### src/rtl/secuencia_pkg.sv
// Shared definitions for the serializer/detector pair: FSM encoding, detection pattern, counter sizing.
// Pure declarations, no timing and no flow control of its own.
package secuencia_pkg;

    typedef enum logic [0:0] {
        REPOSO    = 1'b0,
        TRANSMITE = 1'b1
    } estado_t;

    localparam logic [3:0] PATRON = 4'b1101;

    // Counter width for a modulo-n count, never narrower than one bit.
    function automatic int ancho_cont(input int n);
        return (n > 1) ? $clog2(n) : 1;
    endfunction

endpackage

### src/rtl/serializador_secuencia_if.sv
// Parallel-word handshake into the serializer; a transfer is palabra_valida & palabra_lista at a rising edge.
// The source holds palabra stable while palabra_valida is high.
interface serializador_secuencia_if #(parameter int ANCHO = 8);

    logic [ANCHO-1:0] palabra;
    logic             palabra_valida;
    logic             palabra_lista;

    modport master (output palabra, output palabra_valida, input palabra_lista);
    modport slave  (input palabra, input palabra_valida, output palabra_lista);

endinterface

### src/rtl/serializador_secuencia_divisor_bit.sv
// Bit-period divider: counts 0..CICLOS_BIT-1 while enabled; tick marks the last clock of a period.
// tick is combinational from the count; tick_prox is its value after the coming edge. No backpressure.
module divisor_bit
    import secuencia_pkg::*;
#(
    parameter int CICLOS_BIT = 2
) (
    input  logic clk,
    input  logic clear,
    input  logic en,
    output logic tick,
    output logic tick_prox
);

    localparam int              W      = ancho_cont(CICLOS_BIT);
    localparam logic [W-1:0]    ULTIMO = W'(CICLOS_BIT - 1);

    logic [W-1:0] cont;
    logic [W-1:0] cont_prox;

    always_comb begin
        cont_prox = cont;
        if (clear) begin
            cont_prox = '0;
        end else if (en) begin
            cont_prox = (cont == ULTIMO) ? '0 : cont + 1'b1;
        end
    end

    assign tick      = (cont == ULTIMO);
    assign tick_prox = (cont_prox == ULTIMO);

    always_ff @(posedge clk) begin
        cont <= cont_prox;
    end

endmodule

### src/rtl/serializador_secuencia.sv
// MSB-first serializer with a one-word holding buffer; first bit on dato 1 clock after the accepting edge.
// palabra_lista drops while the buffer is full; a word offered in the last clock of a word bypasses to the line.
module serializador_secuencia
    import secuencia_pkg::*;
#(
    parameter int ANCHO      = 8,
    parameter int CICLOS_BIT = 2
) (
    input  logic                     clk,
    input  logic                     reset,
    serializador_secuencia_if.slave  ent,
    output logic                     dato,
    output logic                     dato_valido,
    output logic                     ocupado,
    output logic                     fin_palabra
);

    if (ANCHO < 2) begin : g_chk_ancho
        $error("serializador_secuencia: ANCHO must be >= 2");
    end
    if (CICLOS_BIT < 1) begin : g_chk_ciclos
        $error("serializador_secuencia: CICLOS_BIT must be >= 1");
    end

    localparam int               WB         = ancho_cont(ANCHO);
    localparam logic [WB-1:0]    ULTIMO_BIT = WB'(ANCHO - 1);

    estado_t          estado;
    logic [ANCHO-1:0] desplaza;
    logic [ANCHO-1:0] buffer;
    logic             buffer_lleno;
    logic [WB-1:0]    cont_bit;
    logic [WB-1:0]    cont_bit_sig;
    logic             tick;
    logic             tick_prox;
    logic             transfer;
    logic             ultimo_ciclo;

    divisor_bit #(.CICLOS_BIT(CICLOS_BIT)) u_divisor (
        .clk       (clk),
        .clear     (reset),
        .en        (estado == TRANSMITE),
        .tick      (tick),
        .tick_prox (tick_prox)
    );

    assign ent.palabra_lista = ~reset & ~buffer_lleno;
    assign transfer          = ent.palabra_valida & ent.palabra_lista;
    assign ultimo_ciclo      = tick && (cont_bit == ULTIMO_BIT);
    assign cont_bit_sig      = tick ? cont_bit + 1'b1 : cont_bit;

    // The shift register is zeroed whenever the line is idle, so its MSB doubles as the registered dato.
    assign dato = desplaza[ANCHO-1];

    always_ff @(posedge clk) begin
        if (reset) begin
            estado       <= REPOSO;
            desplaza     <= '0;
            buffer       <= '0;
            buffer_lleno <= 1'b0;
            cont_bit     <= '0;
            dato_valido  <= 1'b0;
            ocupado      <= 1'b0;
            fin_palabra  <= 1'b0;
        end else begin
            fin_palabra <= 1'b0;
            case (estado)
                REPOSO: begin
                    if (transfer) begin
                        estado      <= TRANSMITE;
                        desplaza    <= ent.palabra;
                        cont_bit    <= '0;
                        dato_valido <= 1'b1;
                        ocupado     <= 1'b1;
                    end
                end
                TRANSMITE: begin
                    if (ultimo_ciclo) begin
                        cont_bit <= '0;
                        if (buffer_lleno) begin
                            desplaza     <= buffer;
                            buffer_lleno <= 1'b0;
                        end else if (transfer) begin
                            desplaza <= ent.palabra;
                        end else begin
                            estado      <= REPOSO;
                            desplaza    <= '0;
                            dato_valido <= 1'b0;
                            ocupado     <= 1'b0;
                        end
                    end else begin
                        if (tick) begin
                            cont_bit <= cont_bit_sig;
                            desplaza <= {desplaza[ANCHO-2:0], 1'b0};
                        end
                        if (transfer) begin
                            buffer       <= ent.palabra;
                            buffer_lleno <= 1'b1;
                        end
                        // Look one clock ahead so the pulse is registered yet lands in the last clock.
                        fin_palabra <= tick_prox && (cont_bit_sig == ULTIMO_BIT);
                    end
                end
                default: estado <= REPOSO;
            endcase
        end
    end

endmodule
### src/flat_wrapper.sv
// flat-port wrapper written by rule: the top's interface ports become plain ports
module serializador_secuencia_flat import secuencia_pkg::*;
#(
    parameter int ANCHO      = 8,
    parameter int CICLOS_BIT = 2
)
  (clk, reset, dato, dato_valido, ocupado, fin_palabra, ent_palabra, ent_palabra_valida, ent_palabra_lista);
  serializador_secuencia_if #(.ANCHO(ANCHO)) ent_i ();
  input  logic clk;
  input  logic reset;
  output logic dato;
  output logic dato_valido;
  output logic ocupado;
  output logic fin_palabra;
  input wire logic [$bits(ent_i.palabra)-1:0] ent_palabra;
  input wire logic [$bits(ent_i.palabra_valida)-1:0] ent_palabra_valida;
  output wire logic [$bits(ent_i.palabra_lista)-1:0] ent_palabra_lista;
  assign ent_i.palabra = ent_palabra;
  assign ent_i.palabra_valida = ent_palabra_valida;
  assign ent_palabra_lista = ent_i.palabra_lista;
  serializador_secuencia #(.ANCHO(ANCHO), .CICLOS_BIT(CICLOS_BIT)) u_core (.clk(clk), .reset(reset), .ent(ent_i), .dato(dato), .dato_valido(dato_valido), .ocupado(ocupado), .fin_palabra(fin_palabra));
endmodule
### config.mk
export PLATFORM = sky130hd
export DESIGN_NAME = serializador_secuencia_flat
export DESIGN_NICKNAME = d
export VERILOG_FILES = /design/src/rtl/secuencia_pkg.sv /design/src/rtl/serializador_secuencia_if.sv /design/src/rtl/serializador_secuencia_divisor_bit.sv /design/src/rtl/serializador_secuencia.sv /design/src/flat_wrapper.sv
export SDC_FILE = /design/constraint.sdc
export NUM_CORES = 1
export LEC_CHECK = 0
export ABC_CLOCK_PERIOD_IN_PS = 5000
export CAP_MARGIN = 25
export CORE_MARGIN = 1
export CORE_UTILIZATION = 56
export DETAILED_ROUTE_END_ITERATION = 16
export PLACE_DENSITY = 0.93
export SETUP_SLACK_MARGIN = 0.02
export SYNTH_ARGS = -nofsm -noshare
export SYNTH_HDL_FRONTEND = slang
export SYNTH_SLANG_ARGS = --single-unit
export TNS_END_PERCENT = 10
### constraint.sdc
create_clock -name clk -period 5 [get_ports clk]
set_clock_uncertainty 0.1 [all_clocks]
set_input_delay 0.5 -clock clk [delete_from_list [all_inputs] [get_ports clk]]
set_output_delay 0.5 -clock clk [all_outputs]
set_load 0.02 [all_outputs]
Word-level counts from Yosys, hierarchy flattened. Cells that the tools add are included.

Input port bits: 11. Register bits after elaboration: 24. Output and inout bits: 5. Word-level logic and storage cells: 55.

Add/sub/neg operators: 2. Bitwise operators: 6. Reductions and logical operators: 8. Muxes and demuxes: 24. Equality and inequality tests: 7.

Operators by type and width (count): $mux W8 (5); $pmux W8 S2 (1); $mux W3 (4); $mux W1 (11); $eq A3 B3 Y1 const B (2); $ne A2 B2 Y1 const B (3); $pmux W3 S2 (1); $not A1 Y1 (4); $pmux W1 S2 (2); $reduce_and A2 Y1 (2); $reduce_and A4 Y1 (1); $add A3 B1 Y3 const B (1); $ne A3 B3 Y1 const B (1); $reduce_and A3 Y1 (1); $reduce_or A3 Y1 (1); $and A1 B1 Y1 (2); $logic_and A1 B1 Y1 (2); $ne A2 B1 Y1 const B (1); $reduce_bool A2 Y1 (1); $add A1 B1 Y1 const B (1).

Logic depth before layout (Yosys ltp). Gate-level depths: netlist of the first run.

Word-level depth: 7. Depth in mapped cells: 7. Depth with buffers taken out: 6.

Modules after synthesis. Synthesis of the first run repeated with hierarchy kept, for this count alone.

Cell total of the unflattened synthesis: 153. Area, all modules: 1362.6 um^2.

By module, submodules not included: serializador_secuencia (seq. area each 460.4 um^2, area an instance 1330.0 um^2, instances 1, cells an instance 150); divisor_bit (seq. area each 20.0 um^2, area an instance 32.5 um^2, instances 1, cells an instance 3).

Worst setup path before layout of the first run. Ideal clock, no wire load.

Path type: reg2reg. From: register u_core.cont_bit[0]. To: register u_core.buffer[0]. Setup time: 0.128 ns. Required time: 4.772 ns. Clock period less this slack: 1.823 ns. Setup slack: 3.177 ns. Arrival: 1.595 ns. Stages on the path, launching flop included: 8. Path buffers: 1. Cells stage by stage: dfxtp_1 > ha_1 > ha_1 > buf_2 > nand2_1 > nand3_1 > mux2i_1 > nor2_1.

Longest elaborated chain between the ends: 4.

Ends and longest elaborated chain: start, declared (line serializador_secuencia.sv:32) `logic [WB-1:0] cont_bit;`; start signal, assigned (line serializador_secuencia.sv:93) `cont_bit <= cont_bit_sig;`; $eq A3 B3 Y1 (line serializador_secuencia.sv:49) `assign ultimo_ciclo = tick && (cont_bit == ULTIMO_BIT);`; $logic_and A1 B1 Y1 (line serializador_secuencia.sv:49); $not A1 Y1 (no source line); $reduce_and A3 Y1 (no source line); end signal, assigned (line serializador_secuencia.sv:97) `buffer <= ent.palabra;`; end, declared (line serializador_secuencia.sv:30) `logic [ANCHO-1:0] buffer;`.

Every way passes these cells. A chain may end at the register's enable or synchronous reset.

Worst setup path after layout of the first run.
From: input port reset. To: output port ent_palabra_lista.

Longest elaborated chain between the ends: 2.

Ends and longest elaborated chain: start, declared (line flat_wrapper.sv:10) `input logic reset;`; $not A1 Y1 (line serializador_secuencia.sv:47) `assign ent.palabra_lista = ~reset & ~buffer_lleno;`; $and A1 B1 Y1 (line serializador_secuencia.sv:47); end, declared (line flat_wrapper.sv:17) `output wire logic [$bits(ent_i.palabra_lista)-1:0] ent_palabra_lista;`.

Every way passes these cells.

==> impl_metrics.py, run 1 <==
metrics = {
    "sta": {
        "slew_viol_final": 0,
        "post-route-period-util_pct": 58.5,
        "setup_viol": 0,
        "hold_viol": 0,
        "setup_tns_ps": 0,
        "fmax_mhz": 342,
        "period_minus_slack_ps": 2930,
        "tightest_slew_ps": 981,
        "maxSlewHeadroom_pct": 34.4,
        "layout_setup_ws_ps": 2070,
        "rsz0062_at_grt": "no",
    },
    "synth": {
        "synthXorXnorAreaFrac_pct": 0,
        "synthSimpleGateAreaFrac_pct": 17.4,
        "ys_ff_latch": 24,
        "synth-adder-area-share_pct": 2.17,
        "synth_top_family_by_area": "compound AO/OA/AOI/OAI gates",
        "synth_top_area_share_pct": 41.7,
        "synth_top_area_cell": "dfxtp_1",
        "ys_seq_area_share_pct": 41.7,
        "ys_types": 33,
        "muxShareOfSynthArea_pct": 6.95,
        "synth_compound_area_share_pct": 24.8,
        "yosys_warnings": 0,
        "syn-num-nets": 138,
        "yosys-top-cells-area": "dfxtp_1 (42%), mux2i_1 (6.9%), nor2_1 (5.5%)",
        "synth_area_um2": 1150,
        "synth_area_per_cell_um2": 9.22,
        "synth_cells": 125,
    },
    "route": {
        "route.detailed.drc": 0,
        "routed_via_density": 6.04,
        "vias": 973,
        "wl_per_cell_um": 15.0,
        "drt-total-wl_um": 2410,
        "drt_first_pass_iters": 4,
        "drt_iter0_markers": 25,
        "ant_nets": 0,
    },
    "final_layout": {
        "fin_area_um2": 1310,
        "layout_common_cells": "dfxtp_1 (24), nor2_1 (17), clkdlybuf4s50_1 (15)",
        "drive_gt1_share_pct": 7.46,
        "final_nets": 148,
        "syn2layout_area_growth_pct": 14.0,
        "antenna_cells": 0,
        "final_common_cell": "dfxtp_1",
    },
    "clocking": {
        "post_cts_resized": 0,
        "clkTransAtPathRegs_ps": 120,
        "cts_sinks": 24,
        "cts_tree": "done",
        "cts_root_buf": "clkbuf_4",
        "cts_buffer_depth": 2,
        "cts_buffers": 3,
        "cts_setup_buffers": 0,
        "htree_levels": 1,
        "clk_latency_ps": 310,
        "ctsHoldBuffers": 0,
    },
    "placement": {
        "gp_congestion": 0.807,
        "portBuffers": 15,
        "dpl.hpwl_um": 1550,
        "placed_cell_area_um2": 1280,
        "dpl_worst_slack_ps": 2020,
    },
    "global_route": {
        "antenna_found_initial": 0,
        "grt_max_degree": 28,
        "grt_pass1_wl_um": 3590,
        "grt_pass1_vias": 838,
        "grt_usage_pct": 23.1,
        "grt_overflow": 0,
    },
    "floorplan": {
        "die_w_um": 47.4,
        "core_um2": 1940,
        "die_area_um2": 2240,
        "ios": 16,
        "initial_core_util_pct": 59.3,
        "rows": 16,
        "fp.dieH_um": 47.4,
    },
    "hold_path": {
        "hold_class": "reg -> reg",
    },
    "worst_setup_path": {
        "cp_num_buf_inv": 2,
        "cp-start-kind": "input pin",
        "critPathMaxFanout": 27,
        "max_stage_delay_ps": 910,
        "crit_family": "buffers and inverters",
        "cp_cell_sequence": "clkdlybuf4s50_1 > nor2_1 > clkdlybuf4s50_1",
        "critical-path-slowest-cell": "clkdlybuf4s50_1",
        "cp.required_ps": 4400,
        "worstPathArrival_ps": 2330,
        "crit_top_cell": "clkdlybuf4s50_1",
        "crit_path_end_kind": "primary output",
        "critPathKind": "in -> out",
    },
    "power": {
        "p_int_mw": 0.276,
        "p_per_area_nw_per_um2": 287,
        "clock_power_share_pct": 26.8,
        "ir_drop_mv": 0.214,
        "p_sw_mw": 0.101,
        "power_leakage_nw": 0.514,
        "p_seq_share_pct": 57.1,
        "power.share.switching_pct": 26.8,
        "p_comb_share_pct": 16.1,
    },
    "job": {
        "maxCapViolCount": 0,
    },
    "status": {
        "outcome": "finished clean",
    },
}
[layer usage]
metal	vias up	track usage (%)	wire length (um)
met5	-	0	0
met4	0	8.57	32
met3	4	7.31	125
met2	27	36.2	1180
met1	466	29.8	1070
li1	476	-	-
[sequential cells by signal (all words and copies together) (netlist names)]
signal,count
u_core.buffer,8
u_core.desplaza,8
u_core.cont_bit,3
u_core.buffer_lleno,1
u_core.dato_valido,1
u_core.estado,1
u_core.fin_palabra,1
u_core.u_divisor.tick,1
[final cells by class]
cell class	instances	area [um2]
clock buffers	4	36.3
well taps	27	33.8
multi-input cells	85	591
flip-flops and latches	24	480
inverters	6	22.5
repair buffers	15	150
fillers	162	628
[worst min-delay path: stages (launching register included)]
cell and delay [ps]:
dfxtp_1 320, inv_1 50, a211oi_1 60
[logic make-up after synthesis]
kind of cell,after synthesis
AND/OR/NAND/NOR,39
AO/OA/AOI/OAI,36
flip-flops,24
buffers and inverters,16
multiplexers,8
adder cells (fa/ha/maj),2
[through the flow]
stage / hold WS (ps) / instances / power (mW) / utilization [%]
floorplan: 335 / 125 / 0.259 / -
global placement: 348 / 157 / 0.277 / 65.8
detailed placement: 355 / 157 / 0.279 / 65.8
CTS: 374 / 161 / 0.378 / 67.7
global route: 406 / 161 / 0.392 / 67.7
finish: 369 / 161 / 0.377 / 67.7
[power groups by stage]
stage / combinational [mW] / clock (mW) / sequential [mW]
6_report: 0.0606 / 0.101 / 0.215
5_1_grt: 0.0660 / 0.110 / 0.217
4_1_cts: 0.0604 / 0.103 / 0.215
3_5_place_dp: 0.0598 / 0 / 0.219
3_3_place_gp: 0.0583 / 0 / 0.218
2_1_floorplan: 0.0461 / 0 / 0.213
[cell usage after synthesis]
| master | instances |
|---|---|
| dfxtp_1 | 24 |
| buf_2 | 2 |
| nor3b_1 | 2 |
| nand2b_1 | 3 |
| a21oi_1 | 3 |
| o21ai_0 | 9 |
| a31oi_1 | 1 |
| o211ai_1 | 2 |
| nor2b_1 | 1 |
| nand4_1 | 6 |
| clkbuf_1 | 4 |
| inv_1 | 6 |
| nand2_1 | 3 |
| or3b_4 | 1 |
| a221oi_1 | 4 |
| nor3_1 | 2 |
| a211oi_1 | 7 |
| and2_0 | 1 |
| ha_1 | 2 |
| nor2_1 | 17 |
| o21ai_4 | 1 |
| a221oi_2 | 3 |
| buf_6 | 2 |
| nand3_1 | 1 |
| o31ai_1 | 2 |
| mux2i_1 | 8 |
| buf_4 | 1 |
| a221o_1 | 1 |
| nand4b_1 | 1 |
| buf_1 | 1 |
| a22oi_1 | 2 |
| o21a_4 | 1 |
| and3_1 | 1 |
[path summary, 6_finish.rpt]
kind | cells past startpoint | slack (ps) | to | from
setup / recovery | 3 | 2070 | ent_palabra_lista | reset
hold / removal | 2 | 370 | u_core.desplaza[1] | u_core.desplaza[1]
setup reg to reg | 6 | 2810 | u_core.buffer[7] | u_core.cont_bit[0]
hold reg to reg | 2 | 370 | u_core.desplaza[1] | u_core.desplaza[1]
(Power assumes the default switching activity.)
==> run 2, diff against run 1 <==
--- a/config.mk
+++ b/config.mk
@@ -5,12 +5,12 @@
 export SDC_FILE = /design/constraint.sdc
 export NUM_CORES = 1
 export LEC_CHECK = 0
-export ABC_CLOCK_PERIOD_IN_PS = 5000
+export ABC_CLOCK_PERIOD_IN_PS = 2500
 export CAP_MARGIN = 25
 export CORE_MARGIN = 1
-export CORE_UTILIZATION = 56
+export CORE_UTILIZATION = 47
 export DETAILED_ROUTE_END_ITERATION = 16
-export PLACE_DENSITY = 0.93
+export PLACE_DENSITY = 0.85
 export SETUP_SLACK_MARGIN = 0.02
 export SYNTH_ARGS = -nofsm -noshare
 export SYNTH_HDL_FRONTEND = slang
==> constraint.sdc (replaced) <==
create_clock -name clk -period 2.5 [get_ports clk]
set_clock_uncertainty 0.1 [all_clocks]
set_input_delay 0.25 -clock clk [delete_from_list [all_inputs] [get_ports clk]]
set_output_delay 0.25 -clock clk [all_outputs]
set_load 0.02 [all_outputs]
==> run 2 against run 1 <==
Sequential power grew 98%. Global-route usage shrank 2.2 points. Clock-buffer cell count is the same. Hold slack gained 0.98 ps. Combinational power grew 120%. Setup slack lost 1700 ps. Largest power group unchanged. Highest routed layer unchanged.
==> impl_metrics.py, run 2 (synthesis results as in run 1) <==
metrics = {
    "worst_setup_path": {
        "crit_top_cell": "ha_1",
        "max_stage_delay_ps": 460,
        "worstRegToRegCells": 6,
        "worstPathArrival_ps": 2250,
        "cp.required_ps": 2610,
        "cp_cell_sequence": "ha_1 > ha_1 > nand2_1 > nand3_1 > mux2i_1 > nor2_1",
        "cp_num_buf_inv": 0,
        "critical-path-slowest-cell": "nand3_1",
        "crit_path_end_kind": "register",
        "critPathKind": "reg -> reg",
        "cp-start-kind": "register",
        "critPathMaxFanout": 10,
        "reg2reg_to": "u_core.buffer[5]",
        "rrSetupSlack_ps": 360,
        "r2r_start": "u_core.cont_bit[0]",
        "crit_family": "simple AND/OR/NAND/NOR gates",
    },
    "sta": {
        "tightest_slew_ps": 533,
        "setup_viol": 0,
        "period_minus_slack_ps": 2140,
        "setup_tns_ps": 0,
        "fmax_mhz": 467,
        "post-route-period-util_pct": 85.6,
        "maxSlewHeadroom_pct": 64.4,
        "rsz0062_at_grt": "no",
        "hold_viol": 0,
        "slew_viol_final": 0,
    },
    "power": {
        "p_per_area_nw_per_um2": 570,
        "power_leakage_nw": 0.528,
        "ir_drop_mv": 0.319,
    },
    "global_route": {
        "antenna_found_initial": 0,
        "grt_usage_pct": 20.9,
        "top_usage_layer": "met2",
        "grt_max_degree": 17,
        "grt_pass1_wl_um": 4110,
        "grt_pass1_vias": 880,
        "gr-usage-met3_pct": 1.75,
        "met1_usage_pct": 30.7,
        "grt_use_met2_pct": 31.6,
        "grt_overflow": 0,
    },
    "floorplan": {
        "fp.dieH_um": 51.5,
        "rows": 17,
        "core_um2": 2250,
        "ios": 16,
        "die_w_um": 51.5,
        "die_area_um2": 2650,
        "initial_core_util_pct": 51.1,
    },
    "clocking": {
        "cts_root_buf": "clkbuf_4",
        "cts_buffers": 3,
        "cts_sinks": 24,
        "clk_latency_ps": 310,
        "ctsHoldBuffers": 0,
        "htree_levels": 1,
        "clkTransAtPathRegs_ps": 140,
        "cts_setup_buffers": 0,
        "cts_buffer_depth": 2,
        "cts_tree": "done",
        "post_cts_resized": 0,
    },
    "route": {
        "vias": 996,
        "drt-total-wl_um": 2470,
        "drt_first_pass_iters": 4,
        "ant_nets": 0,
        "route.detailed.drc": 0,
        "routed_via_density": 6.04,
        "wl_per_cell_um": 15.0,
        "drt_iter0_markers": 22,
    },
    "hold_path": {
        "holdPathStages": 2,
        "hold_class": "reg -> reg",
        "min_to": "u_core.desplaza[1]",
        "hp-start": "u_core.desplaza[1]",
    },
    "final_layout": {
        "fin_cells": 165,
        "n_fill_cell": 202,
        "reg_top3": "u_core.buffer x8, u_core.desplaza x8, u_core.cont_bit x3",
        "syn2layout_area_growth_pct": 16.1,
        "utilization_pct": 59.3,
        "final_common_cell": "dfxtp_1",
        "drive_gt1_share_pct": 9.49,
        "fin_area_um2": 1340,
        "antenna_cells": 0,
        "layout_common_cells": "dfxtp_1 (24), nor2_1 (17), clkdlybuf4s50_1 (15)",
        "final_nets": 151,
    },
    "placement": {
        "placed_cell_area_um2": 1300,
        "dpl.hpwl_um": 1710,
        "portBuffers": 15,
        "gp_congestion": 0.833,
        "place_inst": 161,
    },
    "job": {
        "maxCapViolCount": 0,
    },
    "status": {
        "outcome": "finished clean",
    },
}
==> run 2: cell types whose count changed in the layout (fill, tap and decap cells not counted), sizes merged <==
cell / delta
buf: +3
==> run 2: how the worst max path moves through the flow <==
| stage | depth (start not counted) | startpoint | to | slack (ps) |
|---|---|---|---|---|
| after floorplan | 7 | u_core.cont_bit[0] | u_core.buffer[0] | 680 |
| after global placement | 5 | ent_palabra_valida | u_core.desplaza[1] | 410 |
| after detailed placement | 5 | ent_palabra_valida | u_core.desplaza[1] | 360 |
| after CTS | 6 | u_core.cont_bit[0] | u_core.buffer[4] | 380 |
| after global routing | 6 | u_core.cont_bit[0] | u_core.buffer[7] | 190 |
| final | 6 | u_core.cont_bit[0] | u_core.buffer[5] | 360 |
==> run 2: final cells by class <==
type                       instances  area [um2]  area share [%]
tap                               28        35.0            2.62
sequential                        24         480            35.9
timing repair buffer              18         173            12.9
multi-input combinational         85         591            44.2
inverter                           6        22.5            1.68
clock buffer                       4        36.3            2.71
==> run 2: metal layers <==
| layer | vias up | part of all wire (%) |
|---|---|---|
| li1 | 484 | - |
| met1 | 470 | 45 |
| met2 | 40 | 47 |
| met3 | 2 | 6.6 |
| met4 | 0 | 1.0 |
| met5 | - | 0 |
==> run 2: stage by stage <==
step / setup slack (ps) / hold WS, ps / total power [mW]
CTS: 381 / 372 / 0.762
finish: 359 / 370 / 0.763
global route: 194 / 397 / 0.795
detailed placement: 361 / 350 / 0.564
global placement: 412 / 351 / 0.560
floorplan: 677 / 294 / 0.518
==> run 2: power by group <==
group,total [mW],switching [mW],internal (mW)
sequential,0.425,0.0208,0.404
clock,0.205,0.116,0.0888
combinational,0.132,0.0702,0.0622
total,0.763,0.207,0.555
==> run 2: worst register-to-register path, delay by kind of cell, from the launching register on <==
family	cells	cell delay (ps)
fa+ha+maj	2	540
flops	1	400
mux	1	250
simple gates	3	750
==> run 3, diff against run 2 <==
--- a/config.mk
+++ b/config.mk
@@ -8,11 +8,13 @@
 export ABC_CLOCK_PERIOD_IN_PS = 2500
 export CAP_MARGIN = 25
 export CORE_MARGIN = 1
-export CORE_UTILIZATION = 47
+export CORE_UTILIZATION = 49
 export DETAILED_ROUTE_END_ITERATION = 16
-export PLACE_DENSITY = 0.85
+export GPL_TIMING_DRIVEN = 0
+export PLACE_DENSITY = 0.86
 export SETUP_SLACK_MARGIN = 0.02
 export SYNTH_ARGS = -nofsm -noshare
 export SYNTH_HDL_FRONTEND = slang
+export SYNTH_HIERARCHICAL = 1
 export SYNTH_SLANG_ARGS = --single-unit
 export TNS_END_PERCENT = 10
==> run 3 against run 2 <==
Critical path type is now in -> out. Clock power grew 3%. Synthesized area grew 18%. Largest power group unchanged. Critical endpoint is now ent_palabra_lista. Register-to-register slack improved by 250 ps. Final cell count is 22% higher. Global-route usage increased by 4.6 points. Combinational power grew 49%. Sequential share of layout area shrank 5.6 points. Flip-flop and latch count stayed put. Hold slack gained 17 ps. Critical path depth decreased by 2. Die area increased by 13%.
==> impl_metrics.py, run 3 <==
metrics = {
    "status": {
        "outcome": "finished clean",
    },
    "synth": {
        "synth_area_um2": 1360,
        "synth_cells": 153,
        "synth_top_area_cell": "dfxtp_1",
        "synth_common_cells": "dfxtp_1 (24), a21oi_1 (11), o21ai_1 (11)",
        "yosys-top-cells-area": "dfxtp_1 (35%), nor4bb_1 (5.9%), a32oi_1 (4.5%)",
        "synth_top_family_by_area": "simple AND/OR/NAND/NOR gates",
        "ys_ff_latch": 24,
        "synth_compound_area_share_pct": 25.3,
        "synth-edff-count": 0,
        "ys_seq_area_share_pct": 35.3,
        "synth_area_per_cell_um2": 8.91,
        "ys_types": 38,
        "synthXorXnorAreaFrac_pct": 0.643,
        "yosys_warnings": 6,
        "synth-main-ff-cell": "dfxtp_1",
        "muxShareOfSynthArea_pct": 1.47,
        "synth_most_common_cell": "dfxtp_1",
        "async_flop_share_pct": 0,
        "syn-num-nets": 166,
        "synth-adder-area-share_pct": 1.84,
        "synthSimpleGateAreaFrac_pct": 28.1,
        "synth_top_area_share_pct": 35.3,
    },
    "power": {
        "clock_power_share_pct": 25.3,
        "p_int_mw": 0.592,
        "p_seq_share_pct": 51.2,
        "p_comb_share_pct": 23.5,
        "p_per_area_nw_per_um2": 530,
        "power_mw": 0.838,
        "power_leakage_nw": 0.573,
        "power.share.switching_pct": 29.4,
        "p_sw_mw": 0.247,
        "ir_drop_mv": 0.350,
    },
    "route": {
        "routed_via_density": 6.42,
        "drt_first_pass_iters": 4,
        "wl_per_cell_um": 16.5,
        "vias": 1290,
        "drt_iter0_markers": 54,
        "drt-total-wl_um": 3320,
        "route.detailed.drc": 0,
        "ant_nets": 0,
    },
    "sta": {
        "tightest_slew_ps": 484,
        "layout_setup_ws_ps": 210,
        "maxSlewHeadroom_pct": 67.7,
        "setup_viol": 0,
        "period_minus_slack_ps": 2290,
        "hold_viol": 0,
        "fmax_mhz": 437,
        "rsz0062_at_grt": "no",
        "slew_viol_final": 0,
        "post-route-period-util_pct": 91.6,
    },
    "worst_setup_path": {
        "reg2reg_to": "u_core/desplaza[3]",
        "cp-startpoint": "reset",
        "crit_path_end_kind": "primary output",
        "worstPathArrival_ps": 1940,
        "cp.required_ps": 2150,
        "critPathMaxFanout": 19,
        "worstRegToRegCells": 7,
        "r2r_start": "u_core/cont_bit[0]",
        "critPathKind": "in -> out",
        "rrSetupSlack_ps": 610,
        "crit_end": "ent_palabra_lista",
        "cp-start-kind": "input pin",
    },
    "final_layout": {
        "final_nets": 185,
        "layout_common_cells": "dfxtp_1 (24), clkdlybuf4s50_1 (15), o21ai_1 (11), a21oi_1 (11)",
        "antenna_cells": 0,
        "final_common_cell": "dfxtp_1",
        "n_fill_cell": 226,
        "drive_gt1_share_pct": 13.5,
        "layout.area.seq_um2": 480,
        "multi_input_area_um2": 781,
        "utilization_pct": 62.2,
        "syn2layout_area_growth_pct": 16.2,
        "fin_area_um2": 1580,
        "reg_top3": "u_core/buffer x8, u_core/desplaza x8, u_core/cont_bit x3",
    },
    "job": {
        "maxCapViolCount": 0,
    },
    "clocking": {
        "post_cts_resized": 0,
        "clk_latency_ps": 330,
        "cts_buffers": 3,
        "cts_sinks": 24,
        "cts_root_buf": "clkbuf_4",
        "htree_levels": 1,
        "clkTransAtPathRegs_ps": 140,
        "cts_tree": "done",
        "cts_buffer_depth": 2,
    },
    "global_route": {
        "grt_pass1_vias": 1155,
        "grt_overflow": 0,
        "grt_usage_pct": 25.5,
        "grt_pass1_wl_um": 5420,
        "antenna_found_initial": 0,
        "grt_max_degree": 20,
    },
    "hold_path": {
        "holdPathStages": 2,
        "hp-start": "u_core/buffer[2]",
        "hold_class": "reg -> reg",
    },
    "floorplan": {
        "core_um2": 2540,
        "rows": 18,
        "initial_core_util_pct": 53.5,
        "die_area_um2": 3000,
        "die_w_um": 54.7,
        "fp.dieH_um": 54.7,
        "ios": 16,
    },
    "placement": {
        "dpl_worst_slack_ps": -36.8,
        "gp_congestion": 0.861,
        "dpl.hpwl_um": 2440,
        "portBuffers": 15,
        "placed_cell_area_um2": 1550,
    },
}
==> run 3: cell count changes after synthesis, sizes merged, moves of 8 or more <==
cell,before,now
o21ai,10,19
and2,1,9
a21oi,3,11
nor4bb,0,8
nor2,17,7
nand3,1,9
==> run 3: layer usage <==
metal / part of all wire, % / vias up / global-route usage (%)
li1: - / 618 / -
met1: 48 / 622 / 36.2
met2: 45 / 46 / 38.2
met3: 6.1 / 4 / 3.61
met4: 0.90 / 0 / 10.3
met5: 0 / - / 0
==> run 3: per-stage QoR <==
step,std cells,TNS [ps],hold slack [ps]
3_3_place_gp,198,-31.4,364
2_1_floorplan,153,0,230
3_5_place_dp,198,-36.8,369
6_report,201,0,386
4_1_cts,201,0,388
5_1_grt,201,0,419
==> run 3: worst min-delay path by stage <==
stage | endpoint
after CTS | u_core/buffer[2]
after detailed placement | u_core/buffer[2]
after global routing | u_core/buffer[1]
final | u_core/buffer[2]
after floorplan | u_core/u_divisor/tick
after global placement | u_core/buffer[2]
==> run 3: final cells by class <==
class                   count  share of cell area (%)
repair buffers             15                    9.49
flip-flops and latches     24                    30.4
plain buffers              15                    6.17
multi-input cells         113                    49.3
well taps                  30                    2.37
clock buffers               4                    2.29
==> run 3: power by group through the flow <==
stage	Sequential [mW]	Combinational (mW)	Clock (mW)
6_report	0.429	0.197	0.212
5_1_grt	0.432	0.215	0.225
4_1_cts	0.429	0.195	0.214
3_5_place_dp	0.437	0.194	0
3_3_place_gp	0.435	0.189	0
2_1_floorplan	0.436	0.130	0
==> run 3: critical path: stages <==
cell and delay, ps:
clkdlybuf4s50_1 650, buf_2 420, nor2_1 70, clkdlybuf4s50_1 540
==> run 3: logic make-up after synthesis <==
logic type,Yosys count
buf+inv,16
mux,2
xor+xnor,1
fa+ha+maj,2
compound gates,52
simple gates,56
flops,24
==> run 3: repair_timing <==
action,in CTS,in global routing
endpoints found under the setup margin,1,0
setup buffers,0,0
hold buffers,0,0
